<file path="config.mk">
export PLATFORM = sky130hd
export DESIGN_NAME = mult_rr_scheduler
export DESIGN_NICKNAME = d
export VERILOG_FILES = /design/src/rtl/mult_pkg.sv /design/src/rtl/mult_rr_arbiter.sv /design/src/rtl/mult_rr_scheduler.sv
export SDC_FILE = /design/constraint.sdc
export NUM_CORES = 1
export LEC_CHECK = 0
export ABC_AREA = 1
export CORE_ASPECT_RATIO = 1.2
export CORE_UTILIZATION = 47
export CTS_CLUSTER_DIAMETER = 100
export CTS_CLUSTER_SIZE = 25
export DETAILED_ROUTE_END_ITERATION = 6
export MAX_ROUTING_LAYER = met4
export PLACE_DENSITY = 0.77
export SYNTH_ARGS = -nofsm -noshare
export SYNTH_HDL_FRONTEND = slang
export SYNTH_SLANG_ARGS = --single-unit
</file>
<file path="constraint.sdc">
create_clock -name clk -period 2.8 [get_ports clk]
set_input_delay 0.42 -clock clk [delete_from_list [all_inputs] [get_ports clk]]
set_output_delay 0.42 -clock clk [all_outputs]
set_load 0.02 [all_outputs]
</file>
<file path="src/rtl/mult_pkg.sv">
// ============================================================================
// Module  : mult_pkg
// Brief   : Shared FSM encoding and sizing helper for the shared multiplier.
// Rev     : 1.0
// ============================================================================
`default_nettype none

package mult_pkg;

    localparam logic [1:0] ST_IDLE = 2'd0;
    localparam logic [1:0] ST_BUSY = 2'd1;
    localparam logic [1:0] ST_DONE = 2'd2;

    // Never returns less than 1 so that single-entry fields keep a legal width.
    function automatic int clog2_f(input int n);
        int r;
        int v;
        r = 0;
        v = 1;
        while (v < n) begin
            v = v * 2;
            r++;
        end
        return (r < 1) ? 1 : r;
    endfunction

endpackage

`default_nettype wire

</file>
<file path="src/rtl/mult_rr_arbiter.sv">
// ============================================================================
// Module  : mult_rr_arbiter
// Brief   : Combinational round-robin grant starting the scan at i_rr_ptr.
// Rev     : 1.0
// ============================================================================
`default_nettype none

module mult_rr_arbiter
    import mult_pkg::*;
#(
    parameter int NREQ = 4,
    localparam int IW  = clog2_f(NREQ)
) (
    input  logic [NREQ-1:0] i_req_valid,
    input  logic [IW-1:0]   i_rr_ptr,
    input  logic            i_enable,
    output logic [NREQ-1:0] o_grant,
    output logic [IW-1:0]   o_grant_idx,
    output logic            o_any
);

    always_comb begin
        o_grant     = '0;
        o_grant_idx = '0;
        o_any       = 1'b0;
        for (int k = 0; k < NREQ; k++) begin
            if (i_enable && !o_any && i_req_valid[(int'(i_rr_ptr) + k) % NREQ]) begin
                o_any                                     = 1'b1;
                o_grant[(int'(i_rr_ptr) + k) % NREQ]      = 1'b1;
                o_grant_idx = IW'((int'(i_rr_ptr) + k) % NREQ);
            end
        end
    end

endmodule

`default_nettype wire

</file>
<file path="src/rtl/mult_rr_scheduler.sv">
// ============================================================================
// Module  : mult_rr_scheduler
// Brief   : Round-robin shared shift-add multiplier with tagged result port.
// Rev     : 1.0
// ============================================================================
`default_nettype none

module mult_rr_scheduler
    import mult_pkg::*;
#(
    parameter int WIDTH  = 8,
    parameter int NREQ   = 4,
    parameter int SIGNED = 0,
    localparam int IW    = clog2_f(NREQ),
    localparam int CW    = clog2_f(WIDTH)
) (
    input  logic                  clk,
    input  logic                  rst_n,
    input  logic [NREQ-1:0]       req_valid,
    output logic [NREQ-1:0]       req_ready,
    input  logic [NREQ*WIDTH-1:0] req_a,
    input  logic [NREQ*WIDTH-1:0] req_b,
    output logic                  res_valid,
    input  logic                  res_ready,
    output logic [2*WIDTH-1:0]    res_data,
    output logic [IW-1:0]         res_id,
    output logic                  busy
);

    logic [1:0]         r_state;
    logic [IW-1:0]      r_rr_ptr;
    logic [IW-1:0]      r_id;
    logic [WIDTH-1:0]   r_a;
    logic [WIDTH-1:0]   r_b;
    logic               r_neg;
    logic [2*WIDTH-1:0] r_acc;
    logic [CW-1:0]      r_cnt;
    logic               r_res_valid;
    logic [2*WIDTH-1:0] r_res_data;
    logic [IW-1:0]      r_res_id;
    logic               r_busy;

    logic               w_enable;
    logic               w_any;
    logic [IW-1:0]      w_gidx;
    logic [WIDTH-1:0]   w_sel_a;
    logic [WIDTH-1:0]   w_sel_b;
    logic [WIDTH-1:0]   w_mag_a;
    logic [WIDTH-1:0]   w_mag_b;
    logic               w_neg;
    logic [2*WIDTH-1:0] w_a_ext;
    logic [2*WIDTH-1:0] w_addend;
    logic [2*WIDTH-1:0] w_acc_next;
    logic [2*WIDTH-1:0] w_result;
    logic               w_last;

    // Gating with rst_n keeps req_ready low while reset is held.
    assign w_enable = (r_state == ST_IDLE) && rst_n;

    mult_rr_arbiter #(
        .NREQ (NREQ)
    ) u_arb (
        .i_req_valid (req_valid),
        .i_rr_ptr    (r_rr_ptr),
        .i_enable    (w_enable),
        .o_grant     (req_ready),
        .o_grant_idx (w_gidx),
        .o_any       (w_any)
    );

    assign w_sel_a = req_a[w_gidx*WIDTH +: WIDTH];
    assign w_sel_b = req_b[w_gidx*WIDTH +: WIDTH];

    generate
        if (SIGNED != 0) begin : g_signed
            // -2^(WIDTH-1) negates to itself, which is its correct unsigned magnitude.
            assign w_mag_a = w_sel_a[WIDTH-1] ? (WIDTH'(0) - w_sel_a) : w_sel_a;
            assign w_mag_b = w_sel_b[WIDTH-1] ? (WIDTH'(0) - w_sel_b) : w_sel_b;
            assign w_neg   = w_sel_a[WIDTH-1] ^ w_sel_b[WIDTH-1];
        end else begin : g_unsigned
            assign w_mag_a = w_sel_a;
            assign w_mag_b = w_sel_b;
            assign w_neg   = 1'b0;
        end
    endgenerate

    assign w_a_ext    = {{WIDTH{1'b0}}, r_a};
    assign w_addend   = r_b[r_cnt] ? (w_a_ext << r_cnt) : '0;
    assign w_acc_next = r_acc + w_addend;
    assign w_result   = r_neg ? ((2*WIDTH)'(0) - w_acc_next) : w_acc_next;
    assign w_last     = (r_cnt == CW'(WIDTH - 1));

    always_ff @(posedge clk or negedge rst_n) begin
        if (!rst_n) begin
            r_state     <= ST_IDLE;
            r_rr_ptr    <= '0;
            r_id        <= '0;
            r_a         <= '0;
            r_b         <= '0;
            r_neg       <= 1'b0;
            r_acc       <= '0;
            r_cnt       <= '0;
            r_res_valid <= 1'b0;
            r_res_data  <= '0;
            r_res_id    <= '0;
            r_busy      <= 1'b0;
        end else begin
            case (r_state)
                ST_IDLE: begin
                    if (w_any) begin
                        r_a      <= w_mag_a;
                        r_b      <= w_mag_b;
                        r_neg    <= w_neg;
                        r_id     <= w_gidx;
                        r_rr_ptr <= (w_gidx == IW'(NREQ - 1)) ? '0 : w_gidx + IW'(1);
                        r_acc    <= '0;
                        r_cnt    <= '0;
                        r_busy   <= 1'b1;
                        r_state  <= ST_BUSY;
                    end
                end
                ST_BUSY: begin
                    r_acc <= w_acc_next;
                    r_cnt <= r_cnt + CW'(1);
                    if (w_last) begin
                        r_res_data  <= w_result;
                        r_res_id    <= r_id;
                        r_res_valid <= 1'b1;
                        r_state     <= ST_DONE;
                    end
                end
                ST_DONE: begin
                    if (res_ready) begin
                        r_res_valid <= 1'b0;
                        r_busy      <= 1'b0;
                        r_state     <= ST_IDLE;
                    end
                end
                default: begin
                    r_res_valid <= 1'b0;
                    r_busy      <= 1'b0;
                    r_state     <= ST_IDLE;
                end
            endcase
        end
    end

    assign res_valid = r_res_valid;
    assign res_data  = r_res_data;
    assign res_id    = r_res_id;
    assign busy      = r_busy;

endmodule

`default_nettype wire

</file>
======== After elaboration in Yosys (flattened, before gate mapping) ========
Index checks and enable logic that the tools add are counted.
word-level totals
  flip-flop bits (word level) ............. 61
  latch bits .............................. 0
  RAM bits ................................ 0
  ROM bits ................................ 0
  bits of input ports ..................... 71
  output and inout bits ................... 24
  word-level logic and storage cells ...... 118
  memories ................................ 0
cells by class
  $add $sub $neg .......................... 6
  multiply operators ...................... 0
  divide/modulo/power cells ............... 0
  magnitude comparators ................... 9
  equal/unequal tests ..................... 7
  shift operators ......................... 3
  muxes and demuxes ....................... 48
  bitwise gates (word level) .............. 8
  reductions and logical operators ........ 26
operators by type and width
  cell                                                                    number
  32-bit by 6-bit variable part select with 8-bit output                  2
  16-bit two-way mux                                                      2
  16-bit case mux with 2 select lines                                     1
  1-bit two-way mux                                                       19
  16-bit adder                                                            1
  3-bit by 4-bit < comparator with 1-bit output (second input constant)   4
  2-bit two-way mux                                                       8
  4-bit two-way mux                                                       4
  8-bit by 3-bit << shifter with 16-bit output                            1
  1-bit logical AND                                                       12
  4-bit OR                                                                3
  3-bit by 1-bit >= comparator with 1-bit output (second input constant)  3
  3-bit AND reduction                                                     3
  1-bit binary-select mux with 2-bit select                               4
  1-bit demux with 2-bit select                                           4
  1-bit case mux with 3 select lines                                      2
  2-bit case mux with 3 select lines                                      1
  3-bit case mux with 2 select lines                                      1
  2-bit AND reduction                                                     3
  2-bit OR reduction                                                      3
  2-bit by 1-bit adder with 2-bit output (second input constant)          2
  2-bit adder (second input constant)                                     2
  2-bit equality test (second input constant)                             2
  2-bit inequality test (second input constant)                           2
  13 further kinds                                                        18

======== Longest topological paths before layout ========
Gate-level depths: netlist of the first run.
  word-level depth ........................ 18
  depth in mapped cells ................... 21
  gate-level depth less buffers ........... 20

======== Modules after synthesis ========
Synthesis of the first run repeated with hierarchy kept, for this count alone.
second synthesis, totals
  cells, all modules ...................... 692
  area, all modules ....................... 4648.2 µm²
by module, submodules not included
  module             instances  cells each  area each (µm²)  sequential area each (µm²)
  mult_rr_scheduler  1          601         4101.4           1526.5
  mult_rr_arbiter    1          91          546.8            0.0

======== Worst setup path before layout of the first run ========
Ideal clock, no wire load.
  path kind ............................... reg2reg
  from .................................... register r_cnt[0]
  to ...................................... register r_acc[11]
  library setup time ...................... 0.118 ns
  arrival time ............................ 2.792 ns
  required time ........................... 2.682 ns
  setup slack ............................. -0.110 ns
  cell stages (with the launch flop) ...... 17
  path buffers ............................ 2
  period minus slack after synthesis ...... 2.910 ns
  path through ............................ dfrtp_1 -> clkbuf_1 -> inv_1 -> clkbuf_1 -> o21ai_0 -> o21ai_0 -> nor2_1 -> o21ai_0 -> inv_1 -> ha_1 -> a21oi_1 -> nand3_1 -> a21boi_0 -> o21ai_0 -> or2_2 -> nand3_1 -> nand2_1
on the way
  word-level cells in the longest chain between the ends .. 5
  elaborated cells between the ends (all ways) .. 6
  classes of those cells .................. 1 x add/sub; 1 x shift; 4 x mux
RTL lines
  item                                       RTL line                  source
  start: declaration                         mult_rr_scheduler.sv:37   logic [CW-1:0] r_cnt;
  start signal: assignment                   mult_rr_scheduler.sv:124  r_cnt <= r_cnt + CW'(1);
  1-bit binary-select mux with 3-bit select  mult_rr_scheduler.sv:88   assign w_addend = r_b[r_cnt] ? (w_a_ext << r_cnt) : '0;
  1-bit two-way mux (implied by the code)    mult_rr_scheduler.sv:88
  16-bit two-way mux (*)                     mult_rr_scheduler.sv:88
  16-bit adder (*)                           mult_rr_scheduler.sv:89   assign w_acc_next = r_acc + w_addend;
  16-bit case mux with 2 select lines (*)    mult_rr_scheduler.sv:108  case (r_state)
  end signal: assignment                     mult_rr_scheduler.sv:123  r_acc <= w_acc_next;
  end: declaration                           mult_rr_scheduler.sv:36   logic [2*WIDTH-1:0] r_acc;
Every way passes the cells marked *; elsewhere a longest branch is shown, timed or not. The select of a mux whose other input is x is not followed.
A chain may end at the register's enable or synchronous reset.

======== Worst setup path after layout of the first run ========
  from .................................... register r_cnt[0]
  to ...................................... register r_res_data[12] (netlist: res_data[12])
on the way
  word-level cells in the longest chain between the ends .. 4
  elaborated cells between the ends (all ways) .. 7
  classes of those cells .................. 1 x add/sub; 1 x eq/ne; 1 x shift; 3 x mux; 1 x reduce/logical
RTL lines
  item                                       RTL line                  source
  1-bit binary-select mux with 3-bit select  mult_rr_scheduler.sv:88
  1-bit two-way mux (implied by the code)    mult_rr_scheduler.sv:88
  16-bit two-way mux                         mult_rr_scheduler.sv:88
  16-bit adder                               mult_rr_scheduler.sv:89
  end signal: assignment                     mult_rr_scheduler.sv:126  r_res_data <= w_result;
  end: declaration                           mult_rr_scheduler.sv:39   logic [2*WIDTH-1:0] r_res_data;
Several ways; a longest one is shown, not always the timed one. The select of a mux whose other input is x is not followed.

==> results of run 1 <==
[final timing paths]
path,cells past startpoint,slack [ps],endpoint,from
worst min register to register,2,480,res_id[0],res_id[0]
worst max register to register,15,100,res_data[12],r_cnt[0]
max in group asynchronous,2,1990,r_cnt[0],rst_n
min in group clk,2,480,res_id[0],res_id[0]
worst min-delay path,2,280,res_data[8],rst_n
worst max-delay path,15,100,res_data[12],r_cnt[0]
[cell usage after synthesis (all sizes together), types with 7 or more instances]
cell,count
nor3,7
clkbuf,12
o21ai,53
xor2,7
nand3,93
ha,21
nor2,34
inv,115
a21oi,12
nand2,241
buf,15
dfrtp,61
[power by group]
group | internal [mW] | total, mW | leakage [nW] | switching, mW
sequential | 1.31 | 1.61 | 0.766 | 0.301
combinational | 2.16 | 5.27 | 2.49 | 3.11
clock | 0.699 | 1.05 | 0.139 | 0.351
[critical path, stage by stage, from the launching register on]
cell	delay, ps
dfrtp_2	420
buf_6	150
o21ai_2	70
o22ai_1	160
nand2_1	130
buf_4	160
buf_4	130
nor2_1	120
ha_1	300
nand2_1	160
inv_1	80
nand2_1	90
nand4_1	160
or2_2	330
nand3_1	80
nand2_1	60
[layer usage]
metal	part of all wire [%]	global-route usage, %	up-vias
li1	-	-	2471
met1	42	28.6	2214
met2	50	39.7	171
met3	4.7	4.80	44
met4	3.3	11.7	0
met5	0	-	-
[kinds of logic (layout without fill, tap and decap cells)]
| group | after synthesis | after routing |
|---|---|---|
| simple gates | 385 | 385 |
| fa+ha+maj | 22 | 22 |
| flops | 61 | 61 |
| compound gates | 84 | 84 |
| mux | 2 | 2 |
| buf+inv | 144 | 264 |
| xor+xnor | 9 | 9 |
[area by class of cell]
type | count | area, um^2
fill | 801 | 3180
timing repair buffer | 133 | 1240
inverter | 117 | 448
clock inverter | 2 | 35.0
clock buffer | 12 | 246
multi-input combinational | 502 | 2730
tap | 123 | 154
sequential | 61 | 1530
[cell usage in the layout (no fill, tap or decap), types with 9 or more instances in the layout]
| master | instances |
|---|---|
| nor2_1 | 28 |
| buf_4 | 36 |
| o21ai_1 | 18 |
| ha_1 | 13 |
| o21ai_0 | 27 |
| clkdlybuf4s50_1 | 89 |
| inv_2 | 11 |
| clkbuf_16 | 9 |
| nand2_1 | 227 |
| nand3_1 | 87 |
| dfrtp_1 | 60 |
| nand2_2 | 10 |
| inv_1 | 102 |
[metrics by stage]
stage	setup TNS [ps]	cell area (um^2)	setup WS [ps]	utilization, %
5_1_grt	-434	6380	-81.3	66.7
3_5_place_dp	0	5820	14.9	60.9
3_3_place_gp	0	5820	81.7	60.9
2_1_floorplan	0	4650	16.1	-
4_1_cts	0	6100	12.5	63.8
6_report	0	6380	95.9	66.7
[registers in the layout (all words and copies together), names as in the netlist]
| signal | cells |
|---|---|
| res_id | 2 |
| res_data | 16 |
| r_b | 8 |
| r_acc | 16 |
| r_cnt | 3 |
| r_a | 8 |
| r_rr_ptr | 2 |
| busy | 1 |
| res_valid | 1 |
| r_id | 2 |
| r_state | 2 |
[timing repair]
item	4_1_cts	5_1_grt
setup endpoints to repair	7	26
gates cloned	0	1
buffers inserted	0	10
pin swaps	0	21
resized for setup	5	78
hold endpoints to repair	0	0
==> out/results.tsv, run 1 <==
metric	value	unit
placed_cells	925	
synth_compound_area_share	10.2	%
clk_pin_slew	50	ps
hold_buffers	0	
maxSlewHeadroom	50.8	%
setup_viol	0	
grt_max_degree	62	
clk_path_buf_depth	2	
overflow	0	
cp-start-kind	register	
die_x	92.8	um
cts-htree-levels	3	
synth_seq_cells	61	
grt_pass1_wl	20000	um
io_buffers	94	
synthAdderAreaFrac	6.08	%
die_h	111	um
clk_latency	330	ps
arrival	2920	ps
synth_area_leaders	dfrtp_1 (33%), nand2_1 (19%), nand3_1 (9.6%)	
cts-root-buf	clkbuf_16	
gp_congestion	0.979	
antenna_cells	0	
synth_mux_area_share	0.430	%
critPathCaptureType	register	
power_density	1240	nW/um^2
async_reset_ff_share	100	%
synth.avg_cell_area	6.58	um^2
layoutNonFillerInstCount	950	
dr.pass1.iters	5	
grt_pass1_vias	4705	
syn-instance-count	707	
tightest_slew	738	ps
yosys.area_share.xor_xnor	1.69	%
clock_sinks	61	
synthFlopType	dfrtp_1	
initial_core_util	48.6	%
synth_top_area_share	32.8	%
synth_edf_count	0	
yosysSeqAreaShare	32.8	%
whs	283	ps
power.total	7.93	mW
drt-initial-drc-count	239	
yosys.area.top_type	dfrtp_1	
power_leakage	3.40	nW
core	9560	um^2
finalCritPeriodShare	96.6	%
routed_wl	12200	um
required	3020	ps
wire_per_inst	12.8	um
period_needed	2700	ps
cts_made_buffers	9	
status	completed	
nNetsFinal	917	
hpwl	8770	um
ant_nets	0	
hold_class	in -> async	
skew	6.79	ps
cts_tree	done	
setup.worst_path.class	reg -> reg	
synth-simple-area-share	35.9	%
vdd_drop_max	0.694	mV
hold_viol	0	
ys.warnings.count	0	
grt_antenna_before_repair	0	
netlist_area	4650	um^2
ios	95	
synthDistinctLibCells	41	
cp_max_fo	6	
synth_nets	800	
vias	4900	
max_freq	370	MHz
drive_gt1_share	15.6	%
maxCapViolCount	0	
area_growth	37.1	%
synth_top_family_by_area	simple AND/OR/NAND/NOR gates	
dieArea	10300	um^2
slew_viol_final	0	
routed_via_density	5.16	
drc	0	
rows	39	
grt_use_total	24.4	%
Note: power is estimated with default switching activity, not from simulation.
==> run 2: changes to the inputs <==
--- a/config.mk
+++ b/config.mk
@@ -7,12 +7,12 @@
 export LEC_CHECK = 0
 export ABC_AREA = 1
 export CORE_ASPECT_RATIO = 1.2
-export CORE_UTILIZATION = 47
+export CORE_UTILIZATION = 50
 export CTS_CLUSTER_DIAMETER = 100
 export CTS_CLUSTER_SIZE = 25
 export DETAILED_ROUTE_END_ITERATION = 6
 export MAX_ROUTING_LAYER = met4
-export PLACE_DENSITY = 0.77
+export PLACE_DENSITY = 0.78
 export SYNTH_ARGS = -nofsm -noshare
 export SYNTH_HDL_FRONTEND = slang
 export SYNTH_SLANG_ARGS = --single-unit
==> constraint.sdc (replaced) <==
create_clock -name clk -period 2.5 [get_ports clk]
set_input_delay 0.375 -clock clk [delete_from_list [all_inputs] [get_ports clk]]
set_output_delay 0.375 -clock clk [all_outputs]
set_load 0.02 [all_outputs]
==> run 2 against run 1 <==
  * The run now ends with setup timing left
  * Worst setup slack worse by 480 ps
  * First-iteration DRC count shrank 7.5%
  * Combinational power is 43% higher
  * Worst hold slack got worse by 78 ps
  * Largest cell class unchanged
  * Clock-buffer cell count up 1
  * Clock power shrank 14%
  * Die area shrank 5.9%
  * Total power increased by 30%
  * Non-clock buffer count up 32
  * Utilization grew 11 points
  * Flip-flop and latch count stayed put
==> out/results.tsv, run 2 (same netlist as run 1, synthesis figures left out) <==
metric	value	unit	change
status	complete, but fails checks		
violations	setup timing		
drive_gt1_share	24.7	%	+9.1 points
grt_max_degree	62		unchanged
drc	0		unchanged
hpwl	9140	um	+4.3%
skew	6.70	ps	-0.0882 ps
maxCapViolCount	0		unchanged
setup_ws	-384	ps	-480 ps
cp-start-kind	register		
dr.pass1.iters	5		unchanged
cts-htree-levels	3		unchanged
required	2750	ps	-270 ps
cp_slowest_stage_delay	480	ps	+60 ps
rsz0062_at_grt	yes		
cts_made_buffers	9		unchanged
gp_congestion	0.969		-1.1%
max_freq	347	MHz	-6.2%
vdd_drop_max	0.880	mV	+27%
wire_per_inst	14.4	um	+12%
seqCellArea	1530	um^2	unchanged
whs	206	ps	-77.6 ps
cts-root-buf	clkbuf_8		
fin_util	77.4	%	+11 points
initial_core_util	51.5	%	+2.9 points
clk_pin_slew	70	ps	+20 ps
io_buffers	94		unchanged
dieArea	9690	um^2	-5.9%
crit_family	simple AND/OR/NAND/NOR gates		
grt_use_total	27.7	%	+3.3 points
grt_antenna_before_repair	0		unchanged
die_x	90.1	um	-3.0%
crit_chain	buf_6 > inv_4 > o21ai_1 > o22ai_1 > nand2_1 > buf_4 > buf_4 > nor2_2 > ha_1 > nand2_2 > inv_1 > nand2_1 > nand4_1 > buf_4 > or2_4 > nand3_1 > nand2_1		
mostFrequentLayoutCells	nand2_1 (218), inv_1 (98), clkdlybuf4s50_1 (89)		
nNetsFinal	950		+3.6%
finalCritPeriodShare	115	%	+19 points
clk_path_buf_depth	2		unchanged
vias	5228		+6.7%
clk_latency	360	ps	+30 ps
routed_via_density	5.33		+3.4%
core	9030	um^2	-5.5%
critPathCaptureType	register		
hold_viol	0		unchanged
setup.worst_path.class	reg -> reg		
hold_class	in -> async		
setup_viol	20		+20
tightest_slew	748	ps	+10.7 ps
rows	38		-2.6%
fill_cells	613		-23%
cp_slowest_cell	dfrtp_2		
area_growth	50.4	%	
overflow	0		unchanged
final_common_cell	nand2_1		
grt_pass1_wl	21200	um	+6.1%
clock_sinks	61		unchanged
path_buf_inv	6		+2
placed_cells	948		+2.5%
drt-initial-drc-count	221		-7.5%
antenna_cells	0		unchanged
hold_buffers	0		unchanged
ios	95		unchanged
maxSlewHeadroom	50.1	%	-0.71 points
cp_max_fo	6		unchanged
ant_nets	0		unchanged
multi_input_area	3130	um^2	+15%
slew_viol_final	0		unchanged
power_leakage	3.62	nW	+6.6%
period_needed	2880	ps	+180 ps
arrival	3130	ps	+210 ps
layoutNonFillerInstCount	980		+3.2%
die_h	108	um	-3.0%
cts_tree	done		
grt_pass1_vias	4781		+1.6%
routed_wl	14200	um	+16%
power_density	1470	nW/um^2	+18%
[run 2: worst paths after layout]
check,to,slack [ps],cells past startpoint,from
max in group asynchronous,r_cnt[0],1730,2,rst_n
setup / recovery,r_acc[12],-380,17,r_cnt[0]
hold reg to reg,r_id[0],470,2,r_id[0]
min in group clk,r_id[0],470,2,r_id[0]
setup reg to reg,r_acc[12],-380,17,r_cnt[0]
hold / removal,r_acc[1],210,2,rst_n
[run 2: per-layer routing]
metal	GRT usage (%)	vias to the layer above	wire, um
li1	-	2530	-
met3	3.95	46	658
met5	-	-	0
met1	31.9	2443	5650
met4	13.6	0	542
met2	47.4	209	7300
[run 2: layout make-up]
cell class	count	area share [%]
timing repair inverter	1	0.107
multi-input combinational	502	44.7
tap	120	2.15
timing repair buffer	165	21.9
sequential	61	21.8
inverter	117	6.47
clock inverter	1	0.429
clock buffer	13	2.41
[run 2: through the flow]
stage	cell area [um^2]	worst slack, ps	power (mW)	setup TNS, ps
final	7000	-384	10.3	-4630
after detailed placement	6090	-300	7.56	-5150
after floorplan	4760	-31.1	5.61	-117
after global placement	6090	-206	7.34	-2730
after CTS	6500	-99.7	8.93	-858
after global routing	7000	-469	11.0	-7240
[run 2: what timing repair did]
action	4_1_cts	5_1_grt
gates cloned	0	1
setup endpoints to repair	26	36
pin swaps	25	19
buffers inserted	7	11
resized for setup	67	91
[run 2: report_power, final]
group          switching [mW]  leakage (nW)  internal (mW)  total, mW
Sequential              0.389         0.766           1.46       1.85
Clock                   0.370         0.102          0.531      0.901
Combinational            4.26          2.75           3.27       7.52
Total                    5.02          3.62           5.26       10.3
==> run 3: changes to the inputs <==
--- a/config.mk
+++ b/config.mk
@@ -8,9 +8,9 @@
 export ABC_AREA = 1
 export CORE_ASPECT_RATIO = 1.2
 export CORE_UTILIZATION = 50
-export CTS_CLUSTER_DIAMETER = 100
 export CTS_CLUSTER_SIZE = 25
 export DETAILED_ROUTE_END_ITERATION = 6
+export GPL_ROUTABILITY_DRIVEN = 1
 export MAX_ROUTING_LAYER = met4
 export PLACE_DENSITY = 0.78
 export SYNTH_ARGS = -nofsm -noshare
==> results of run 3 <==
No change in the layout: final DEF, timing and power equal those of run 2.
